## src/rtl/adder_tree_operand_loader_pkg.sv

```systemverilog
// Shared adder-tree definitions: default operand geometry and the loader
// FSM state encoding.
package adder_tree_operand_loader_pkg;

  localparam int DEF_ADDER_WIDTH  = 16;
  localparam int DEF_NUM_OPERANDS = 8;

  // FILL: accepting words into the fill buffer.
  // HOLD: a closed frame is parked until the output register frees up.
  typedef enum logic {
    LD_FILL = 1'b0,
    LD_HOLD = 1'b1
  } ld_state_e;

endpackage

```

## src/rtl/adder_tree_operand_loader.sv

```systemverilog
// adder_tree_operand_loader
//   Gathers a stream of operand words into one parallel frame for the
//   adder-tree input register. Frames close after NUM_OPERANDS words or on an
//   in_last word, whichever comes first. Unwritten slots of a short frame read
//   back as zero. One frame can wait in the fill buffer while the previous one
//   sits in the output register.
// Ports
//   clk, rst_n         clock, async active-low reset
//   in_data/valid/last upstream word stream; in_ready is the accept handshake
//   out_isum           parallel frame, slot k at [k*ADDER_WIDTH +: ADDER_WIDTH]
//   out_count          number of real words in the frame (1..NUM_OPERANDS)
//   out_valid/ready    frame handshake with the consumer
module adder_tree_operand_loader
  import adder_tree_operand_loader_pkg::*;
#(
  parameter int ADDER_WIDTH  = DEF_ADDER_WIDTH,
  parameter int NUM_OPERANDS = DEF_NUM_OPERANDS,
  localparam int CW          = $clog2(NUM_OPERANDS) + 1
) (
  input  logic                              clk,
  input  logic                              rst_n,
  input  logic [ADDER_WIDTH-1:0]            in_data,
  input  logic                              in_valid,
  input  logic                              in_last,
  output logic                              in_ready,
  output logic [NUM_OPERANDS*ADDER_WIDTH-1:0] out_isum,
  output logic [CW-1:0]                     out_count,
  output logic                              out_valid,
  input  logic                              out_ready
);

  typedef logic [NUM_OPERANDS-1:0][ADDER_WIDTH-1:0] frame_t;

  ld_state_e state_q, state_d;
  frame_t    fill_q, fill_d;
  logic [CW-1:0] idx_q, idx_d;
  frame_t    osum_q, osum_d;
  logic [CW-1:0] ocnt_q, ocnt_d;
  logic      ovld_q, ovld_d;

  frame_t    frame;
  logic      accept, close, slot_free;

  assign in_ready  = (state_q == LD_FILL);
  assign out_isum  = osum_q;
  assign out_count = ocnt_q;
  assign out_valid = ovld_q;

  always_comb begin
    state_d   = state_q;
    fill_d    = fill_q;
    idx_d     = idx_q;
    osum_d    = osum_q;
    ocnt_d    = ocnt_q;
    ovld_d    = ovld_q;
    slot_free = !ovld_q || out_ready;
    accept    = in_valid && (state_q == LD_FILL);
    // The buffer is zero beyond idx_q, so merging the incoming word gives the
    // complete frame including the word accepted at this edge.
    frame     = fill_q;
    for (int k = 0; k < NUM_OPERANDS; k++)
      if (idx_q == CW'(k)) frame[k] = in_data;
    // The count wins on the last slot; in_last there changes nothing.
    close     = accept && ((idx_q == CW'(NUM_OPERANDS - 1)) || in_last);

    // Consumer took the frame; a load below may re-assert valid.
    if (ovld_q && out_ready) ovld_d = 1'b0;

    case (state_q)
      LD_FILL: begin
        if (close && slot_free) begin
          osum_d = frame;
          ocnt_d = idx_q + CW'(1);
          ovld_d = 1'b1;
          fill_d = '0;
          idx_d  = '0;
        end else if (accept) begin
          // A closed frame that can't move keeps idx_q = word count for HOLD.
          fill_d = frame;
          idx_d  = idx_q + CW'(1);
          if (close) state_d = LD_HOLD;
        end
      end
      LD_HOLD: begin
        if (slot_free) begin
          osum_d  = fill_q;
          ocnt_d  = idx_q;
          ovld_d  = 1'b1;
          fill_d  = '0;
          idx_d   = '0;
          state_d = LD_FILL;
        end
      end
      default: state_d = LD_FILL;
    endcase
  end

  always_ff @(posedge clk or negedge rst_n) begin
    if (!rst_n) begin
      state_q <= LD_FILL;
      fill_q  <= '0;
      idx_q   <= '0;
      osum_q  <= '0;
      ocnt_q  <= '0;
      ovld_q  <= 1'b0;
    end else begin
      state_q <= state_d;
      fill_q  <= fill_d;
      idx_q   <= idx_d;
      osum_q  <= osum_d;
      ocnt_q  <= ocnt_d;
      ovld_q  <= ovld_d;
    end
  end

endmodule

```

## config.mk

```make
export PLATFORM = sky130hd
export DESIGN_NAME = adder_tree_operand_loader
export DESIGN_NICKNAME = d
export VERILOG_FILES = /design/src/rtl/adder_tree_operand_loader_pkg.sv /design/src/rtl/adder_tree_operand_loader.sv
export SDC_FILE = /design/constraint.sdc
export NUM_CORES = 1
export LEC_CHECK = 0
export ABC_AREA = 1
export BUFFER_PORTS_ARGS = -buffer_cell sky130_fd_sc_hd__buf_2
export CORE_ASPECT_RATIO = 1.4
export CORE_MARGIN = 2
export CORE_UTILIZATION = 60
export DETAILED_ROUTE_END_ITERATION = 8
export PLACE_DENSITY = 0.79
export SYNTH_ARGS = -nofsm -noshare
export SYNTH_HDL_FRONTEND = slang
export SYNTH_SLANG_ARGS = --single-unit
```

## constraint.sdc

```tcl
create_clock -name clk -period 2.89 [get_ports clk]
set_clock_uncertainty 0.05 [all_clocks]
set_input_delay 0.1445 -clock clk [delete_from_list [all_inputs] [get_ports clk]]
set_output_delay 0.1445 -clock clk [all_outputs]
set_load 0.01 [all_outputs]
```

==> reports/results.ini, run 1 <==
[pwr]
finalPower_mw=17.9
p_leak_nw=10.7
pwr-share-seq=0.355
power_density_nw_per_um2=1000
ir_drop_mv=0.560
sw_frac_of_total=0.425
clockPowerShare=0.211
switching_power_mw=7.60
combPwrFrac=0.434
p_int_mw=10.3

[timing]
tightest_slew_ns=0.872
min_period_over_period=0.810
setup_slack_ns=0.550
rsz0062_at_grt=false
tns_ns=0
slew_headroom=0.419
min_period_ns=2.34
finalHoldViolations=0
report.final.slew_viol_count=0
timing.fmax_mhz=427
finalSetupViolCount=0

[cts]
post_cts_resized=0
clk_latency_ns=0.58
clockBufferDepth=3
cts.clk_slew.worst_paths_ns=0.07
tritoncts=done
numClockSinks=266
cts-root-buf=clkbuf_16
cts_buffers=26
htreeDepth=1

[synth]
yosysWarnings=0
synth_top_area_share=0.419
yosysSeqAreaShare=0.419
synth_common_cells=nand2_1, nand3_1, dfrtp_1
synth_cell_types=21
synth_area_leaders=dfrtp_1, nand2_1, nand3_1, nor2_1, inv_1
synth.most_common_cell=nand2_1
synth_edf_count=0
synthArstFlopShare=1.00
synth.avg_cell_area_um2=6.46
synth_cells=2459
ys_ff_latch=266
netlist_area_um2=15900
synth-main-ff-cell=dfrtp_1
syn-num-nets=2484
synth_area_leader_cell=dfrtp_1

[grt]
gr-total-overflow=0
track_usage=0.343
grt_pass1_vias=14958
antenna_found_initial=0
grt_max_degree=192
grt_pass1_wl_um=77100

[layout]
area_growth_pct=12.0
drive_gt1_frac=0.0980
multi_input_area_um2=7810
fin_area_um2=17800
seq_area_um2=6660
nFillCells=2274
antennaDiodeCount=0
fin_nets=2537

[run]
cap_violations=0

[run_status]
status=finished, final reports clean

[worst_hold_path]
hold_path_class=input pin to flip-flop

[place]
placed_cell_area_um2=16700
place_hpwl_um=27800
io_buffers=154
gp_congestion=0.866
place_ws_ns=0.671

[setup_path]
worst-endpoint-required_ns=3.33
arrival_ns=2.78
crit_fanout=50
end_kind=flip-flop
cp-start-kind=flip-flop
path_class=flip-flop to flip-flop

[routing]
drtPass1Iterations=6
route.vias.total=16334
avgRoutedWirePerCell_um=16.7
drt-vias-per-instance=5.72
drt-initial-drc-count=1969
antenna_left=0
drt_wl_total_um=47600
drc=0

[floorplanning]
die_y_um=197
die-area_um2=27800
start_util=0.609
rows=70
die_w_um=142
core_um2=26100
io_pins=155

==> what timing repair did <==
item                       4_1_cts  5_1_grt
setup buffers                    0        0
hold endpoints to repair       115        0
hold buffers                    19        0
setup endpoints to repair        0        0
==> power by group through the flow <==
stage	Clock [mW]	Sequential, mW	Combinational (mW)
after global placement	0	6.32	7.40
after CTS	3.79	6.33	7.72
after global routing	3.94	6.54	8.85
after floorplan	0	6.56	5.20
after detailed placement	0	6.38	7.64
final	3.77	6.35	7.75
==> critical path, cell delays in order (launching register included) <==
cell and delay (ns):
dfrtp_1 0.46, ha_1 0.25, buf_4 0.49, nand2_1 0.53, nand2_1 0.19, nand3_1 0.10
nand2_1 0.08, nand2_1 0.05, nand2_1 0.06
==> registers in the layout, indices dropped and copies added, names as in the netlist <==
signal     count
fill_q       128
out_isum     128
idx_q          4
out_count      4
out_valid      1
state_q        1
==> through the flow <==
stage                     hold slack [ns]  instances  utilization
after global placement              0.137       2789        0.638
after CTS                         0.00908       2854        0.682
final                              0.0186       2854        0.682
after detailed placement            0.134       2789        0.638
after global routing               0.0427       2854        0.682
after floorplan                    -0.201       2459            -
==> layer usage <==
| layer | global-route usage | wire [um] | vias up |
|---|---|---|---|
| met3 | 0.0418 | 4030 | 140 |
| met4 | 0.182 | 2500 | 0 |
| met1 | 0.457 | 18800 | 7569 |
| met2 | 0.549 | 22300 | 792 |
| met5 | 0 | 0 | - |
| li1 | - | - | 7833 |
==> worst paths after layout <==
path | cells past startpoint | from | to | slack, ns
max | 8 | idx_q[0] | out_isum[56] | 0.55
min | 5 | in_data[13] | fill_q[125] | 0.02
max reg2reg | 8 | idx_q[0] | out_isum[56] | 0.55
min reg2reg | 2 | out_isum[26] | out_isum[26] | 0.45
max in group asynchronous | 3 | rst_n | out_isum[51] | 1.78
min in group asynchronous | 2 | rst_n | out_isum[4] | 0.09
==> layout make-up <==
type / instances / share of cell area
multi-input combinational: 1853 / 0.439
sequential: 266 / 0.374
timing repair buffer: 211 / 0.0784
clock buffer: 31 / 0.0405
inverter: 154 / 0.0328
tap: 324 / 0.0228
clock inverter: 15 / 0.0120
==> logic make-up (layout without fill, tap and decap cells) <==
family | Yosys count | in the layout | synth area share
and+or+nand+nor | 1776 | 1776 | 0.463
buffers and inverters | 340 | 411 | 0.0919
DFF | 266 | 266 | 0.419
AOI/OAI and AO/OA | 71 | 71 | 0.0224
adders and majority gates | 4 | 4 | 0.00315
xor gates and xnor gates | 2 | 2 | 0.00110
==> layout by cell type, fill, tap and decap left out, types with 5 or more instances in the layout <==
| cell | count |
|---|---|
| a21oi_1 | 64 |
| buf_12 | 11 |
| buf_2 | 153 |
| buf_4 | 27 |
| bufinv_16 | 5 |
| clkbuf_16 | 27 |
| clkinv_2 | 7 |
| dfrtp_1 | 265 |
| dlygate4sd3_1 | 19 |
| inv_1 | 151 |
| nand2_1 | 1048 |
| nand3_1 | 525 |
| nor2_1 | 195 |
| o21ai_0 | 6 |
Power figures use the tool's default switching activity.
==> run 2: changes to the inputs <==
- ABC_AREA: 1 -> 0
- CORE_UTILIZATION: 60 -> 53
- PLACE_DENSITY: 0.79 -> 0.74
- clock period: 2.89 -> 1.95 ns (I/O delays scaled with it)
==> reports/results.ini, run 2 <==
[synth]
synthArstFlopShare=1.00
yosysSeqAreaShare=0.500
synth_top_area_share=0.500
synth_cells=1251
synth.most_common_cell=dfrtp_1
syn-num-nets=1276
synth_edf_count=0
netlist_area_um2=13300
synth_cell_types=39
synth_common_cells=dfrtp_1, nand2_1, nor2b_1
ys_ff_latch=266
synth-main-ff-cell=dfrtp_1
synth.avg_cell_area_um2=10.6
yosysWarnings=0
synth_area_leaders=dfrtp_1, o221a_2, mux2i_1, nand2_1, o31ai_1
synth_area_leader_cell=dfrtp_1

[floorplanning]
die-area_um2=26400
die_w_um=138
die_y_um=191
io_pins=155
core_um2=24700
rows=68
start_util=0.539

[timing]
min_period_ns=1.93
rsz0062_at_grt=true
tightest_slew_ns=0.666
slew_headroom=0.556
timing.fmax_mhz=519
worst_hold_slack_ns=0.0546
finalSetupViolCount=0
tns_ns=0
finalHoldViolations=0
report.final.slew_viol_count=0
min_period_over_period=0.987

[pwr]
finalPower_mw=21.8
sw_frac_of_total=0.339
clockPowerShare=0.236
power_density_nw_per_um2=1340
pwr-share-seq=0.400
p_int_mw=14.4
p_leak_nw=7.51
switching_power_mw=7.39
combPwrFrac=0.364
ir_drop_mv=0.814

[cts]
clk_latency_ns=0.53
numClockSinks=266
cts.clk_slew.worst_paths_ns=0.06
clockBufferDepth=3
cts-root-buf=clkbuf_16
htreeDepth=1
tritoncts=done
cts_buffers=26

[layout]
fin_nets=1412
area_growth_pct=22.4
stdcell_count=1719
layout_common_cells=nand2_1, dfrtp_1, buf_2
final_util=0.660
drive_gt1_frac=0.333
nFillCells=1919
antennaDiodeCount=0

[grt]
gr-total-overflow=0
grt_pass1_wl_um=57400
antenna_found_initial=0
track_usage=0.278
grt_max_degree=82
grt_pass1_vias=10191

[worst_hold_path]
hold_start=in_data[8]
hold_path_class=input pin to flip-flop
worstHoldPathCells=4

[setup_path]
arrival_ns=2.29
worst-endpoint-required_ns=2.31
reg2reg_depth=7
cp-startpoint=idx_q[0]
end_kind=flip-flop
cp-start-kind=flip-flop
crit-reg2reg-launch=idx_q[0]
path_class=flip-flop to flip-flop
crit_fanout=8

[place]
placedCellCount=1662
gp_congestion=0.828
io_buffers=154
place_hpwl_um=22600

[run]
cap_violations=0

[routing]
avgRoutedWirePerCell_um=21.7
drt-initial-drc-count=947
drtPass1Iterations=6
route.vias.total=10624
drt_wl_total_um=37300
drt-vias-per-instance=6.18
drc=0
antenna_left=0

[run_status]
status=finished, final reports clean

-- run 2: cell types whose count changed in the layout (fill, tap and decap cells not counted), sizes merged, moves of 128 or more --
cell   delta
nor2    -190
mux2i   +128
o221a   +128
nor2b   +148
inv     -148
o31ai   +129
nand2   -788
nand3   -526
-- run 2: worst max-delay path, stage by stage (launching register included) --
cell,delay (ns)
dfrtp_2,0.46
inv_4,0.09
ha_1,0.17
or3b_4,0.43
clkbuf_16,0.21
mux2i_2,0.20
nand2_1,0.07
o221a_2,0.13
-- run 2: cell type report --
class / instances / area [um^2] / area share
Clock buffer: 41 / 778 / 0.0478
Sequential cell: 266 / 6670 / 0.409
Inverter: 6 / 25.0 / 0.00154
Multi-Input combinational cell: 843 / 6420 / 0.394
Timing Repair Buffer: 244 / 1940 / 0.119
Tap cell: 315 / 394 / 0.0242
Clock inverter: 4 / 70.1 / 0.00430
-- run 2: power by group through the flow --
stage | Clock, mW | Combinational [mW] | Sequential, mW
2_1_floorplan | 0 | 4.13 | 8.82
3_3_place_gp | 0 | 6.60 | 8.69
3_5_place_dp | 0 | 6.82 | 8.74
4_1_cts | 5.20 | 6.90 | 8.67
5_1_grt | 5.43 | 8.58 | 8.93
6_report | 5.14 | 7.92 | 8.70
-- run 2: cell families after synthesis --
logic type      after synthesis  synth area share
compound gates              279             0.193
flops                       266             0.500
buf+inv                     142            0.0529
mux                         128            0.0963
fa+ha+maj                     4           0.00376
simple gates                432             0.154
-- run 2: per-layer routing --
| metal | track usage | vias to the layer above | wire [um] | share of wire |
|---|---|---|---|---|
| met3 | 0.0355 | 71 | 2340 | 0.063 |
| met4 | 0.105 | 0 | 1490 | 0.040 |
| met2 | 0.423 | 416 | 17700 | 0.47 |
| met1 | 0.408 | 5351 | 15800 | 0.42 |
| met5 | 0 | - | 0 | 0 |
| li1 | - | 4786 | - | - |
-- run 2: per-stage QoR --
stage,cell area [um^2],setup WS (ns)
final,16300,0.0246
after global routing,16300,-0.0421
after CTS,15700,-0.0112
after detailed placement,14800,-0.00881
after global placement,14800,0.0473
after floorplan,13300,0.00297
-- run 2: path summary, 6_finish.rpt --
path	endpoint	slack [ns]
worst max-delay path	out_isum[45]	0.02
worst min register to register	fill_q[65]	0.45
worst min-delay path	fill_q[88]	0.05
min in group asynchronous	out_isum[65]	0.08
worst max register to register	out_isum[45]	0.02
max in group asynchronous	out_isum[2]	1.00
-- run 2: repair_timing --
| item | CTS | global route |
|---|---|---|
| gates resized for setup | 4 | 82 |
| endpoints found under the setup margin | 34 | 162 |
| setup buffers | 1 | 3 |
| hold endpoints to repair | 149 | 0 |
| hold buffers | 4 | 0 |
| gates cloned | 0 | 4 |
| pin swaps | 1 | 2 |
==> run 3: changes to the inputs <==
- CELL_PAD_IN_SITES_DETAIL_PLACEMENT: not set -> 1
- CELL_PAD_IN_SITES_GLOBAL_PLACEMENT: not set -> 1
- CORE_UTILIZATION: 53 -> 42
- PLACE_DENSITY: 0.74 -> 0.75
==> reports/results.ini, run 3 (synthesized netlist as in run 2, its figures left out) <==
[cts]
htreeDepth=1
cts-root-buf=clkbuf_16
post-cts-setup-buffers=0
clockBufferDepth=3
clk_latency_ns=0.55
cts.clk_slew.worst_paths_ns=0.06
cts_buffers=28
tritoncts=done
numClockSinks=266

[pwr]
ir_drop_mv=0.625
p_int_mw=14.3
p_leak_nw=7.65
power_density_nw_per_um2=1330
pwr-share-seq=0.403
clockPowerShare=0.254
combPwrFrac=0.343
sw_frac_of_total=0.343
finalPower_mw=21.8
switching_power_mw=7.48

[floorplanning]
die-area_um2=33100
die_w_um=154
io_pins=155
core_um2=31400
die_y_um=215
start_util=0.424
rows=77

[run_status]
status=complete, but fails checks
violations=negative setup slack

[setup_path]
cp-startpoint=idx_q[0]
regToRegSetupSlack_ns=-0.03
crit_fanout=16
end_kind=flip-flop
worst-endpoint-required_ns=2.33
crit-reg2reg-launch=idx_q[0]
cp-start-kind=flip-flop
path_class=flip-flop to flip-flop
arrival_ns=2.35

[routing]
route.vias.total=10702
antenna_left=0
drt_wl_total_um=42800
drc=0
avgRoutedWirePerCell_um=23.8
drt-initial-drc-count=712
drtPass1Iterations=4
drt-vias-per-instance=5.94

[grt]
grt_pass1_wl_um=65300
antenna_found_initial=0
track_usage=0.248
grt_pass1_vias=11005
gr-total-overflow=0
grt_max_degree=93

[timing]
slew_headroom=0.596
tns_ns=-0.0285
finalHoldViolations=0
report.final.slew_viol_count=0
rsz0062_at_grt=true
worst_hold_slack_ns=0.00511
tightest_slew_ns=0.604
finalSetupViolCount=1
setup_slack_ns=-0.0285
min_period_ns=1.98
timing.fmax_mhz=505
min_period_over_period=1.01

[place]
placedCellCount=1745
placed_cell_area_um2=15000
place_ws_ns=-0.0376
place_hpwl_um=26100
io_buffers=154
gp_congestion=0.791

[layout]
antennaDiodeCount=0
fin_nets=1413
drive_gt1_frac=0.327
area_growth_pct=22.9
final_util=0.521
layout_common_cells=nand2_1, dfrtp_1, buf_2
fin_area_um2=16400
stdcell_count=1803

[worst_hold_path]
hold_path_class=input pin to async pin

[run]
cap_violations=0

[run 3: critical path, cell delays in order, from the launching register on]
cell	delay [ns]
dfrtp_2	0.44
inv_2	0.09
ha_1	0.17
or3b_4	0.39
buf_12	0.18
mux2i_1	0.26
nand2_1	0.11
o221a_2	0.14
[run 3: what timing repair did]
item,in CTS,in global routing
hold buffers,4,0
cloned,0,4
hold endpoints to repair,272,0
setup endpoints to repair,34,135
resized for setup,9,47
[run 3: layout make-up]
class / count / area [um^2]
timing repair buffer: 242 / 2010
inverter: 6 / 22.5
multi-input combinational: 844 / 6220
sequential: 266 / 6670
clock buffer: 43 / 858
fill: 3374 / 15000
tap: 395 / 494
clock inverter: 7 / 87.6
[run 3: power by group through the flow]
| stage | Clock, mW | Combinational, mW | Sequential (mW) |
|---|---|---|---|
| 2_1_floorplan | 0 | 4.13 | 8.82 |
| 3_3_place_gp | 0 | 6.73 | 8.76 |
| 3_5_place_dp | 0 | 7.01 | 8.82 |
| 4_1_cts | 5.66 | 7.11 | 8.76 |
| 5_1_grt | 5.86 | 8.11 | 9.02 |
| 6_report | 5.54 | 7.46 | 8.78 |
[run 3: path summary, 6_finish.rpt]
check	cells after the start	end
max	7	out_isum[46]
min	2	out_isum[67]
max reg2reg	7	out_isum[46]
min reg2reg	2	fill_q[18]
max in group asynchronous	3	idx_q[2]
min in group clk	4	fill_q[66]
[run 3: per-layer routing]
layer	GRT usage	wire (um)	vias to the layer above
met2	0.419	21400	243
met3	0.0291	1600	40
li1	-	-	4771
met4	0.0522	864	0
met5	0	0	-
met1	0.345	19000	5648
